### src/rtl/mem_bus_arbiter.sv
// Shares one external memory port between the instruction and data caches.
// Round-robin on ties, owner-only ack routing, and a watchdog for a silent memory.
module mem_bus_arbiter #(
    parameter int WORD_SIZE   = 32,
    parameter int MEMBUS_SIZE = 256,
    parameter int TIMEOUT     = 1024
) (
    input  logic                   clk,
    input  logic                   rst,
    input  logic                   i_mreq,
    input  logic [WORD_SIZE-1:0]   i_maddr,
    output logic                   i_ack_n,
    output logic [MEMBUS_SIZE-1:0] i_rdata,
    input  logic                   d_mreq,
    input  logic                   d_mwrite,
    input  logic [WORD_SIZE-1:0]   d_maddr,
    input  logic [MEMBUS_SIZE-1:0] d_wdata,
    output logic                   d_ack_n,
    output logic [MEMBUS_SIZE-1:0] d_rdata,
    output logic                   m_req,
    output logic                   m_write,
    output logic [WORD_SIZE-1:0]   m_addr,
    output logic [MEMBUS_SIZE-1:0] m_wdata,
    input  logic [MEMBUS_SIZE-1:0] m_rdata,
    input  logic                   m_ack_n,
    output logic                   timeout_err
);

    typedef enum logic [1:0] {
        ST_IDLE    = 2'd0,
        ST_GRANT_I = 2'd1,
        ST_GRANT_D = 2'd2
    } state_t;

    localparam int WDOG_W = $clog2(TIMEOUT) + 1;
    localparam logic [WDOG_W-1:0] WDOG_LAST = WDOG_W'(TIMEOUT - 1);

    state_t            state_q, state_d;
    logic              last_d_q, last_d_d;   // 1 = last grant went to the dcache
    logic [WDOG_W-1:0] wdog_q, wdog_d;
    logic              timeout_err_q, timeout_err_d;

    logic own_d;
    logic own_mreq;
    logic oth_mreq;

    always_comb begin
        state_d       = state_q;
        last_d_d      = last_d_q;
        wdog_d        = wdog_q;
        timeout_err_d = timeout_err_q;
        m_req         = 1'b0;
        m_write       = 1'b0;
        m_addr        = '0;
        m_wdata       = '0;
        i_ack_n       = 1'b1;
        d_ack_n       = 1'b1;
        own_d         = (state_q == ST_GRANT_D);
        own_mreq      = own_d ? d_mreq : i_mreq;
        oth_mreq      = own_d ? i_mreq : d_mreq;

        case (state_q)
            ST_IDLE: begin
                wdog_d = '0;
                // On a tie the side that did not win last time gets the port.
                if (i_mreq && (!d_mreq || last_d_q)) begin
                    state_d  = ST_GRANT_I;
                    last_d_d = 1'b0;
                end else if (d_mreq) begin
                    state_d  = ST_GRANT_D;
                    last_d_d = 1'b1;
                end
            end
            ST_GRANT_I, ST_GRANT_D: begin
                m_req   = own_mreq;
                m_addr  = own_d ? d_maddr : i_maddr;
                m_write = own_d & d_mwrite;
                m_wdata = own_d ? d_wdata : '0;
                if (!m_ack_n) begin
                    // Ack beats a same-cycle drop or watchdog expiry.
                    i_ack_n = own_d;
                    d_ack_n = !own_d;
                    wdog_d  = '0;
                    if (oth_mreq) begin
                        state_d  = own_d ? ST_GRANT_I : ST_GRANT_D;
                        last_d_d = !own_d;
                    end else begin
                        state_d = ST_IDLE;
                    end
                end else if (!own_mreq) begin
                    state_d = ST_IDLE;
                    wdog_d  = '0;
                end else if (wdog_q == WDOG_LAST) begin
                    timeout_err_d = 1'b1;
                    state_d       = ST_IDLE;
                    wdog_d        = '0;
                end else begin
                    wdog_d = wdog_q + 1'b1;
                end
            end
            default: begin
                state_d = ST_IDLE;
            end
        endcase
    end

    always_ff @(posedge clk) begin
        if (rst) begin
            state_q       <= ST_IDLE;
            last_d_q      <= 1'b0;
            wdog_q        <= '0;
            timeout_err_q <= 1'b0;
        end else begin
            state_q       <= state_d;
            last_d_q      <= last_d_d;
            wdog_q        <= wdog_d;
            timeout_err_q <= timeout_err_d;
        end
    end

    assign i_rdata     = m_rdata;
    assign d_rdata     = m_rdata;
    assign timeout_err = timeout_err_q;

endmodule
### config.mk
export PLATFORM = sky130hd
export DESIGN_NAME = mem_bus_arbiter
export DESIGN_NICKNAME = d
export VERILOG_FILES = /design/src/rtl/mem_bus_arbiter.sv
export SDC_FILE = /design/constraint.sdc
export NUM_CORES = 1
export LEC_CHECK = 0
export BUFFER_PORTS_ARGS = -buffer_cell sky130_fd_sc_hd__buf_4
export CORE_AREA = 2 2 533 535
export DETAILED_ROUTE_END_ITERATION = 8
export DIE_AREA = 0 0 535 537
export PLACE_DENSITY = 0.3
export SLEW_MARGIN = 20
export SYNTH_ARGS = -nofsm -noshare
export SYNTH_HDL_FRONTEND = slang
export SYNTH_SLANG_ARGS = --single-unit
### constraint.sdc
create_clock -name clk -period 2.5 [get_ports clk]
set_input_delay 0.75 -clock clk [delete_from_list [all_inputs] [get_ports clk]]
set_output_delay 0.75 -clock clk [all_outputs]
set_load 0.05 [all_outputs]
[Yosys cells after proc, flatten, opt, wreduce, memory -nomap -nowiden]
Cells that the tools add are included.
Storage, ports and cells
  register bits after elaboration: 15
  bits in latches: 0
  bits in writable memories: 0
  memory bits (read-only): 0
  input port bits: 582
  output and inout bits: 805
  word-level logic and storage cells: 52
  memories kept: 0
Operators by class
  add/subtract/negate cells: 1
  $mul: 0
  div/mod/pow operators: 0
  order comparisons: 0
  equality and inequality tests: 7
  shifts and indexed selects: 0
  mux-type cells: 29
  bitwise operators: 1
  reductions and logical operators: 10
Operators by type and width (number)
  $mux W256: 2
  $mux W32: 2
  $mux W11: 3
  $pmux W11 S2: 1
  $mux W2: 7
  $mux W1: 12
  $add A11 B1 Y11 const B: 1
  $eq A11 B10 Y1 const B: 1
  $reduce_and A4 Y1: 2
  $ne A2 B2 Y1 const B: 2
  $ne A4 B4 Y1 const B: 1
  $pmux W2 S2: 1
  $ne A3 B3 Y1 const B: 1
  $eq A2 B1 Y1 const B: 1
  $eq A2 B2 Y1 const B: 1
  $logic_not A1 Y1: 2
  $logic_not A2 Y1: 1
  $pmux W1 S2: 1
  $reduce_and A2 Y1: 1
  $reduce_bool A2 Y1: 1
  $reduce_or A2 Y1: 1
  $and A1 B1 Y1: 1
  $logic_and A1 B1 Y1: 1
  $logic_or A1 B1 Y1: 1

[Longest topological paths before layout]
Gate-level depths: netlist of run 1.
  word-level depth: 5
  depth in mapped cells: 8

[Worst setup path after synthesis of run 1]
No wires, ideal clock.
  path kind: flip-flop to output port
  start: register state_q[0]
  end: output port m_addr[10]
  data arrival time: 1855 ps
  setup slack: -105 ps
  cell stages (with the launch flop): 8
  cell sequence: dfxtp_1 > inv_1 > ha_1 > buf_2 > buf_2 > buf_2 > mux2i_1 > nor2_1
Between the ends
  longest elaborated chain between the ends: 3
  elaborated cells on any way between the ends: 5
  those cells by class: eq/ne: 2; mux: 2; reduce/logical: 1
RTL lines
  from (decl): RTL line 38  | state_t state_q, state_d;
  from (signal assigned): RTL line 114  | state_q <= state_d;
  $eq A2 B2 Y1 or $eq A2 B1 Y1 (tied branches): RTL line 58, 62
  $mux W32 or $reduce_or A2 Y1 (tied branches): RTL line 76, 62
  $mux W32 *: RTL line 62  | case (state_q)
  to (decl): RTL line 22  | output logic [WORD_SIZE-1:0] m_addr,
Every way passes the cells marked *; elsewhere a longest branch is shown, timed or not.

[Final worst setup path of run 1]
  start: register state_q[0]
  end: output port m_addr[9]
The elaborated chain is that of the path after synthesis.

==> flow_metrics.py, run 1 <==
metrics = {
    "clocking": {
        "cts.clk_slew.worst_paths_ns": 0.05,
        "tritoncts": "built",
        "clkLatencyLatePin_ns": 0.25,
        "cts_buffers": 3,
        "cts_sinks": 15,
        "root_buffer": "clkbuf_16",
        "cts_hold_buf": 0,
        "htreeDepth": 1,
        "clock_path_buffers": 2,
    },
    "global_route": {
        "grtUsageTotal": 0.1147,
        "grt_pass1_vias": 7213,
        "grt_overflow": 0,
        "grt_pass1_wl_um": 189400,
        "antenna_found_initial": 158,
        "grt_max_degree": 52,
    },
    "drt": {
        "num_vias": 7589,
        "initialDrtViolationCount": 408,
        "wl_per_cell_um": 35.75,
        "drc": 0,
        "wirelength_um": 174000,
        "first_pass_iters": 4,
        "vias_per_cell": 1.559,
        "antenna_left": 0,
    },
    "outcome": {
        "outcome": "complete, but fails checks",
        "violations": "negative setup slack",
    },
    "power_and_ir_drop": {
        "intPower_w": 0.002827,
        "swShare": 0.5643,
        "seqPwrFrac": 0.040,
        "powerDensity_nw_per_um2": 417.2,
        "total_power_w": 0.006488,
        "p_switching_w": 0.003661,
        "pwr-share-clk": 0.049,
        "power_frac_comb": 0.910,
        "p_leak_nw": 5.438,
        "peakVddDrop_uv": 161.5,
    },
    "critical_path": {
        "timing.rr.start": "state_q[0]",
        "worstSetupEndpointType": "output port",
        "r2r_slack_ns": 0.52,
        "arrival_ns": 1.85,
        "crit_fanout": 12,
        "cp.required_ns": 1.75,
        "crit_path_end": "m_addr[9]",
        "start_kind": "flip-flop",
        "crit_type": "reg2out",
        "crit_start": "state_q[0]",
        "worst-r2r-cell-count": 8,
        "reg2reg_to": "wdog_q[9]",
    },
    "floorplanning": {
        "rows": 195,
        "initial_core_util": 0.02438,
        "die_y_um": 537,
        "die_area_um2": 287300,
        "die_w_um": 535,
        "io_pins": 1387,
        "coreArea_um2": 281300,
    },
    "finish": {
        "fillers": 33230,
        "synthToLayoutAreaGrowth_pct": 126.7,
        "mostFrequentLayoutCells": "415 x buf_4, 154 x and2_1, 124 x buf_6",
        "finalNetCount": 1689,
        "final_common_cell": "buf_4",
        "drive_gt1_frac": 0.7750,
        "finalInstanceArea_um2": 15550,
    },
    "sta": {
        "holdWs_ns": 0.4715,
        "slew_violations": 0,
        "slew_headroom": 0.6529,
        "tightestPinTransition_ns": 0.5207,
        "fin_skew_ns": 0.002222,
        "finalSetupViolations": 79,
        "fmax_ghz": 0.3839,
        "grt_setup_unrepaired": "yes",
        "post-route-period-util": 1.042,
        "hold_viol": 0,
        "period_needed_ns": 2.605,
        "fin_ws_ns": -0.1050,
    },
    "logic_synthesis": {
        "synth_top_area_cell": "buf_4",
        "avgSynthCellArea_um2": 7.137,
        "synthTopCellsByArea": "buf_4 56%, and2_1 24%, mux2i_1 5.3%, dfxtp_1 4.4%, nor2_1 2.6%",
        "synth-xor-area-share": 0.01149,
        "synthMuxAreaShare": 0.05254,
        "synth_top_family_by_area": "buffers and inverters",
        "ys_seq_area_frac": 0.04378,
        "synth_simple_gate_area_frac": 0.2864,
        "synth_fp_nets": 1547,
        "synth-seq-cells": 15,
        "yosysTopAreaCellShare": 0.5615,
        "synth-compound-area-share": 0.01386,
        "ys.warnings.count": 0,
        "yosys.area_share.adder": 0.007297,
        "ys_types": 35,
        "syn_inst": 961,
        "netlist_area_um2": 6859,
    },
    "placed_design": {
        "place_area_um2": 12640,
        "dp_hpwl_um": 162200,
        "port_buffers": 618,
        "gp_congestion": 0.9538,
    },
    "hold_path": {
        "min_from": "wdog_q[10]",
        "hp-class": "reg2reg",
        "hold_depth": 2,
    },
    "flow_run": {
        "maxCapViolations": 0,
    },
}
## layout make-up
cell class	count	area (um2)	share of cell area
sequential	15	305.3	0.01963
clock inverter	1	5.005	0.0003218
tap	3743	4683	0.3011
timing repair buffer	686	7242	0.4656
antenna	22	55.05	0.003540
clock buffer	3	75.07	0.004827
inverter	4	22.52	0.001448
multi-input combinational	393	3164	0.2035
## worst max-delay path: stages, from the launching register on
cell	delay, ns
dfxtp_2	0.35
inv_4	0.04
buf_4	0.13
ha_4	0.28
clkinv_4	0.07
buf_12	0.16
clkbuf_16	0.22
nor2_2	0.12
buf_6	0.17
## repair_timing
item                                    in CTS  in global routing
endpoints found under the setup margin     227                252
pin swaps                                    1                  1
gates resized for setup                    369                212
cloned                                       9                  6
setup buffers                               18                  5
## power groups by stage
stage	clock (W)	sequential [W]	combinational, W
floorplan	0	0.000261	0.00456
global placement	0	0.000264	0.00459
detailed placement	0	0.000264	0.00458
CTS	0.000325	0.000261	0.00558
global route	0.000335	0.000262	0.00616
finish	0.000321	0.000261	0.00591
## synthesized netlist by cell type, drive strengths merged
| master | instances |
|---|---|
| buf | 520 |
| and2 | 258 |
| nor2 | 48 |
| mux2i | 36 |
| clkbuf | 29 |
| dfxtp | 15 |
| nand2 | 7 |
| xor2 | 5 |
| ha | 4 |
| inv | 4 |
| nand4 | 4 |
| nor3 | 4 |
| xnor2 | 4 |
| nand2b | 3 |
| a32o | 2 |
| nor2b | 2 |
| a211oi | 1 |
| a21boi | 1 |
| a22o | 1 |
| a2bb2oi | 1 |
| a31oi | 1 |
| and3b | 1 |
| and4 | 1 |
| and4b | 1 |
| nand3 | 1 |
| nand4b | 1 |
| nand4bb | 1 |
| o21a | 1 |
| o21ai | 1 |
| o221ai | 1 |
| o32ai | 1 |
| or3 | 1 |
## cell families after synthesis
group / count (synthesis)
adders and majority gates: 4
and+or+nand+nor: 333
DFF: 15
AOI/OAI and AO/OA: 11
xor gates and xnor gates: 9
buffers and inverters: 553
muxes: 36
## how the worst min path moves through the flow
stage	to
2_1_floorplan	wdog_q[10]
3_3_place_gp	timeout_err
3_5_place_dp	timeout_err
4_1_cts	wdog_q[10]
5_1_grt	wdog_q[10]
6_report	wdog_q[10]
## metal layers
| layer | global-route usage | wire (um) | vias up |
|---|---|---|---|
| met5 | 0 | 485 | - |
| met1 | 0.06416 | 33910 | 2977 |
| met4 | 0.03704 | 7730 | 72 |
| met3 | 0.1678 | 53790 | 490 |
| met2 | 0.1853 | 78070 | 1298 |
| li1 | - | - | 2752 |
## stage by stage
step,TNS (ns),utilization,std cells,setup slack (ns)
after floorplan,0,-,961,0.07878
after detailed placement,-0.6668,0.04494,4806,-0.3005
after CTS,-6.621,0.05173,4835,-0.09925
after global routing,-9.016,0.05512,4848,-0.1442
after global placement,-0.6966,0.04494,4806,-0.3002
final,-3.813,0.05529,4867,-0.1050
## sequential cells by signal, indices dropped and copies added (netlist names)
name,cells
last_d_q,1
state_q,2
timeout_err,1
wdog_q,11
Note: power is estimated with default switching activity, not from simulation.
==> inputs of run 2 (changes only) <==
- CTS_BUF_LIST: not set -> sky130_fd_sc_hd__clkbuf_8
==> run 2 against run 1 <==
Net effect:
- the flow still finishes with violations (negative setup slack)
- setup slack better by 0.018 ns
- wire length up 1.6%
- cell count up 0.39%
- power up 7.6%
- critical path type unchanged
- largest cell class unchanged
- largest power group unchanged
==> flow_metrics.py, run 2 (same netlist as run 1, synthesis figures left out) <==
metrics = {
    "outcome": {
        "outcome": "complete, but fails checks",
        "violations": "negative setup slack",
    },
    "finish": {
        "largest_reg_flops": 11,
        "drive_gt1_frac": 0.8284,
        "finalInstanceArea_um2": 16570,
        "finalNetCount": 1706,
        "reg.largest.list": "wdog_q: 11 flops, state_q: 2 flops",
        "utilization": 0.05889,
        "final_common_cell": "buf_4",
        "largest_register": "wdog_q",
        "mostFrequentLayoutCells": "387 x buf_4, 153 x and2_4, 114 x buf_6",
        "synthToLayoutAreaGrowth_pct": 141.5,
    },
    "clocking": {
        "cts_sinks": 15,
        "tritoncts": "built",
        "cts.clk_slew.worst_paths_ns": 0.07,
        "htreeDepth": 1,
        "clock_path_buffers": 2,
        "root_buffer": "clkbuf_8",
        "cts_hold_buf": 0,
        "clkLatencyLatePin_ns": 0.25,
        "cts_buffers": 3,
    },
    "hold_path": {
        "holdPathEnd": "wdog_q[10]",
        "hp-class": "reg2reg",
        "min_from": "wdog_q[10]",
        "hold_depth": 2,
    },
    "global_route": {
        "grt.met2_usage": 0.1852,
        "grt_pass1_vias": 7199,
        "busiest_layer": "met2",
        "grt_util_met1": 0.06398,
        "grt_max_degree": 52,
        "grt_pass1_wl_um": 189400,
        "grtUsageMet3": 0.1679,
        "grtUsageTotal": 0.1147,
        "antenna_found_initial": 160,
        "grt_overflow": 0,
    },
    "drt": {
        "drc": 0,
        "initialDrtViolationCount": 362,
        "vias_per_cell": 1.579,
        "wirelength_um": 176800,
        "num_vias": 7717,
        "wl_per_cell_um": 36.19,
        "antenna_left": 0,
        "first_pass_iters": 5,
    },
    "placed_design": {
        "gp_congestion": 0.9538,
        "place_ws_ns": -0.3005,
        "port_buffers": 618,
        "place_area_um2": 12640,
        "dp_hpwl_um": 162200,
    },
    "power_and_ir_drop": {
        "swShare": 0.5510,
        "peakVddDrop_uv": 194.2,
        "powerDensity_nw_per_um2": 421.5,
        "intPower_w": 0.003136,
        "p_switching_w": 0.003848,
        "p_leak_nw": 5.799,
        "seqPwrFrac": 0.037,
        "pwr-share-clk": 0.029,
        "power_frac_comb": 0.933,
    },
    "floorplanning": {
        "die_w_um": 535,
        "die_y_um": 537,
        "initial_core_util": 0.02438,
        "io_pins": 1387,
        "die_area_um2": 287300,
        "rows": 195,
        "coreArea_um2": 281300,
    },
    "sta": {
        "finalSetupViolations": 130,
        "slew_violations": 0,
        "post-route-period-util": 1.035,
        "tightestPinTransition_ns": 0.5166,
        "fmax_ghz": 0.3866,
        "grt_setup_unrepaired": "yes",
        "holdWs_ns": 0.4753,
        "fin_ws_ns": -0.08690,
        "fin_skew_ns": 0.001921,
        "slew_headroom": 0.6556,
        "period_needed_ns": 2.587,
        "hold_viol": 0,
    },
    "critical_path": {
        "arrival_ns": 1.84,
        "worst-r2r-cell-count": 9,
        "reg2reg_to": "wdog_q[9]",
        "timing.rr.start": "state_q[0]",
        "r2r_slack_ns": 0.35,
        "crit_type": "reg2out",
        "cp.required_ns": 1.75,
        "start_kind": "flip-flop",
        "crit_fanout": 10,
        "worstSetupEndpointType": "output port",
    },
    "flow_run": {
        "maxCapViolations": 0,
    },
}
## run 2: cell types whose count changed in the layout (fill, tap and decap cells not counted), moves of 7 or more
cell	change
buf_12	+36
and2_4	+50
buf_4	-28
buf_8	+7
buf_6	-10
and2_1	-50
## run 2: power by group through the flow
| stage | registers [W] | logic, W | clock network, W |
|---|---|---|---|
| after floorplan | 0.000261 | 0.00456 | 0 |
| after global placement | 0.000264 | 0.00459 | 0 |
| after detailed placement | 0.000264 | 0.00458 | 0 |
| after CTS | 0.000260 | 0.00560 | 0.000210 |
| after global routing | 0.000262 | 0.00678 | 0.000220 |
| final | 0.000261 | 0.00652 | 0.000205 |
## run 2: how the worst max path moves through the flow
| stage | start | depth (start not counted) | end | slack (ns) |
|---|---|---|---|---|
| floorplan | state_q[0] | 7 | m_wdata[245] | 0.08 |
| global placement | state_q[0] | 6 | m_addr[1] | -0.30 |
| detailed placement | state_q[0] | 6 | m_addr[1] | -0.30 |
| CTS | state_q[0] | 8 | m_addr[16] | -0.12 |
| global route | state_q[0] | 8 | m_addr[16] | -0.17 |
| finish | state_q[0] | 7 | m_addr[9] | -0.09 |
## run 2: layer usage
layer | up-vias | routed length [um]
met2 | 1278 | 78950
met3 | 504 | 53960
li1 | 2794 | -
met5 | - | 549
met1 | 3065 | 35060
met4 | 76 | 8305
## run 2: repair_timing
item	4_1_cts	5_1_grt
gates cloned	10	18
resized for setup	374	394
endpoints found under the setup margin	243	262
pin swaps	1	6
setup buffers	18	14
## run 2: worst max-delay path, stage by stage (launching register included)
cell and delay [ns]:
dfxtp_4 0.35, inv_4 0.05, ha_4 0.16, buf_6 0.16
buf_16 0.18, mux2i_4 0.38, nor2_2 0.06, buf_4 0.19
## run 2: area by class of cell
class | instances | area [um2]
Multi-Input combinational cell | 393 | 3387
Inverter | 4 | 25.02
Timing Repair Buffer | 703 | 8058
Sequential cell | 15 | 307.8
Clock inverter | 1 | 5.005
Tap cell | 3743 | 4683
Fill cell | 33130 | 264700
Antenna cell | 24 | 60.06
Clock buffer | 3 | 41.29
## run 2: metrics by stage
step | std cells | power (W) | TNS, ns
2_1_floorplan | 961 | 0.004822 | 0
3_3_place_gp | 4806 | 0.004852 | -0.6966
3_5_place_dp | 4806 | 0.004846 | -0.6668
4_1_cts | 4835 | 0.006073 | -11.72
5_1_grt | 4866 | 0.007261 | -17.71
6_report | 4886 | 0.006983 | -5.250
==> inputs of run 3 (changes only) <==
- MAX_ROUTING_LAYER: not set -> met4
- SKIP_CTS_REPAIR_TIMING: not set -> 1
==> run 3 against run 2 <==
Net effect:
- the run still ends with negative setup slack left
- clock power is 4% higher
- wire length decreased by 2.7%
- count of clock-buffer cells in the layout is the same
- power decreased by 10%
- final area down 7.4%
- combinational power fell by 11%
- cell count grew 0.68%
- sequential share of layout area increased by 0.15 points
- highest routed layer is now met4
==> flow_metrics.py, run 3 (same netlist as run 1, synthesis figures left out) <==
metrics = {
    "power_and_ir_drop": {
        "peakVddDrop_uv": 292.2,
        "total_power_w": 0.006266,
        "seqPwrFrac": 0.042,
        "intPower_w": 0.002628,
        "p_switching_w": 0.003639,
        "p_leak_nw": 5.379,
        "swShare": 0.5807,
        "power_frac_comb": 0.924,
        "powerDensity_nw_per_um2": 408.3,
        "pwr-share-clk": 0.034,
    },
    "critical_path": {
        "cp.required_ns": 1.75,
        "crit_buf_inv": 5,
        "path_delay_family": "buffers and inverters",
        "crit_type": "reg2out",
        "cp_slowest_cell": "dfxtp_4",
        "start_kind": "flip-flop",
        "path_cells": "inv_4, ha_4, buf_12, buf_16, buf_12, mux2i_2, nor2_4, buf_8",
        "crit_fanout": 7,
        "worstSetupEndpointType": "output port",
        "arrival_ns": 1.92,
        "crit_top_cell": "buf_12",
        "critPathMaxStageDelay_ns": 0.37,
    },
    "floorplanning": {
        "die_y_um": 537,
        "initial_core_util": 0.02438,
        "die_area_um2": 287300,
        "coreArea_um2": 281300,
        "io_pins": 1387,
        "rows": 195,
        "die_w_um": 535,
    },
    "sta": {
        "fin_ws_ns": -0.1668,
        "slew_headroom": 0.6736,
        "fmax_ghz": 0.3750,
        "hold_viol": 0,
        "grt_setup_unrepaired": "yes",
        "fin_skew_ns": 0.009525,
        "post-route-period-util": 1.067,
        "slew_violations": 0,
        "period_needed_ns": 2.667,
        "tightestPinTransition_ns": 0.4896,
        "fin_setup_tns_ns": -13.18,
        "holdWs_ns": 0.4750,
        "finalSetupViolations": 193,
    },
    "finish": {
        "final_common_cell": "buf_4",
        "drive_gt1_frac": 0.7487,
        "largest_reg_flops": 11,
        "largest_register": "wdog_q",
        "utilization": 0.05456,
        "synthToLayoutAreaGrowth_pct": 123.8,
        "reg.largest.list": "wdog_q: 11 flops, state_q: 2 flops",
        "mostFrequentLayoutCells": "461 x buf_4, 184 x and2_1, 125 x buf_6",
        "finalNetCount": 1705,
        "final_cells": 4919,
    },
    "clocking": {
        "cts_sinks": 15,
        "tritoncts": "built",
        "clock_path_buffers": 2,
        "cts_buffers": 3,
        "clkLatencyLatePin_ns": 0.26,
        "cts.clk_slew.worst_paths_ns": 0.08,
        "root_buffer": "clkbuf_8",
        "htreeDepth": 1,
    },
    "drt": {
        "wl_per_cell_um": 34.96,
        "drc": 0,
        "vias_per_cell": 1.541,
        "num_vias": 7582,
        "initialDrtViolationCount": 362,
        "antenna_left": 0,
        "first_pass_iters": 4,
        "wirelength_um": 172000,
    },
    "placed_design": {
        "dp_cells": 4803,
        "dp_hpwl_um": 159900,
        "port_buffers": 618,
        "gp_congestion": 1.035,
    },
    "global_route": {
        "grt_max_degree": 77,
        "antenna_found_initial": 148,
        "grt_pass1_wl_um": 180500,
        "grt_pass1_vias": 6926,
        "grt_overflow": 0,
        "grtUsageTotal": 0.1126,
    },
    "hold_path": {
        "hp-class": "reg2reg",
    },
    "outcome": {
        "violations": "negative setup slack",
        "outcome": "complete, but fails checks",
    },
    "flow_run": {
        "maxCapViolations": 0,
    },
}
[run 3: area by class of cell]
type | instances | area [um2]
fillers | 33270 | 266000
repair buffers | 702 | 7078
well taps | 3743 | 4683
multi-input cells | 393 | 3065
flip-flops and latches | 15 | 307.8
diodes | 58 | 145.1
clock buffers | 3 | 41.29
inverters | 4 | 20.02
clock inverters | 1 | 7.507
[run 3: worst paths after layout]
kind               start           to  slack, ns  cells past startpoint
min reg2reg  timeout_err  timeout_err       0.48                      1
min          timeout_err  timeout_err       0.48                      1
max reg2reg   state_q[0]    wdog_q[0]       0.32                      9
max           state_q[0]   m_addr[27]      -0.17                      8
[run 3: power groups by stage]
stage	sequential, W	clock [W]	combinational (W)
final	0.000260	0.000213	0.00579
after global routing	0.000262	0.000233	0.00605
after CTS	0.000258	0.000222	0.00458
after detailed placement	0.000264	0	0.00457
after global placement	0.000264	0	0.00458
after floorplan	0.000261	0	0.00456
[run 3: layer usage]
metal | part of all wire | vias up | wire, um | track usage
met1 | 0.19 | 3004 | 32570 | 0.05587
met4 | 0.045 | 0 | 7812 | 0.03456
met5 | 0 | - | 0 | -
li1 | - | 2842 | - | -
met2 | 0.45 | 1267 | 77620 | 0.1789
met3 | 0.31 | 469 | 53970 | 0.1661
[run 3: stage by stage]
| step | instance area (um2) | setup WS, ns |
|---|---|---|
| 2_1_floorplan | 6939 | 0.07878 |
| 3_3_place_gp | 12620 | -0.4602 |
| 3_5_place_dp | 12620 | -0.5044 |
| 4_1_cts | 12670 | -0.7915 |
| 5_1_grt | 15340 | -0.2292 |
| 6_report | 15350 | -0.1668 |
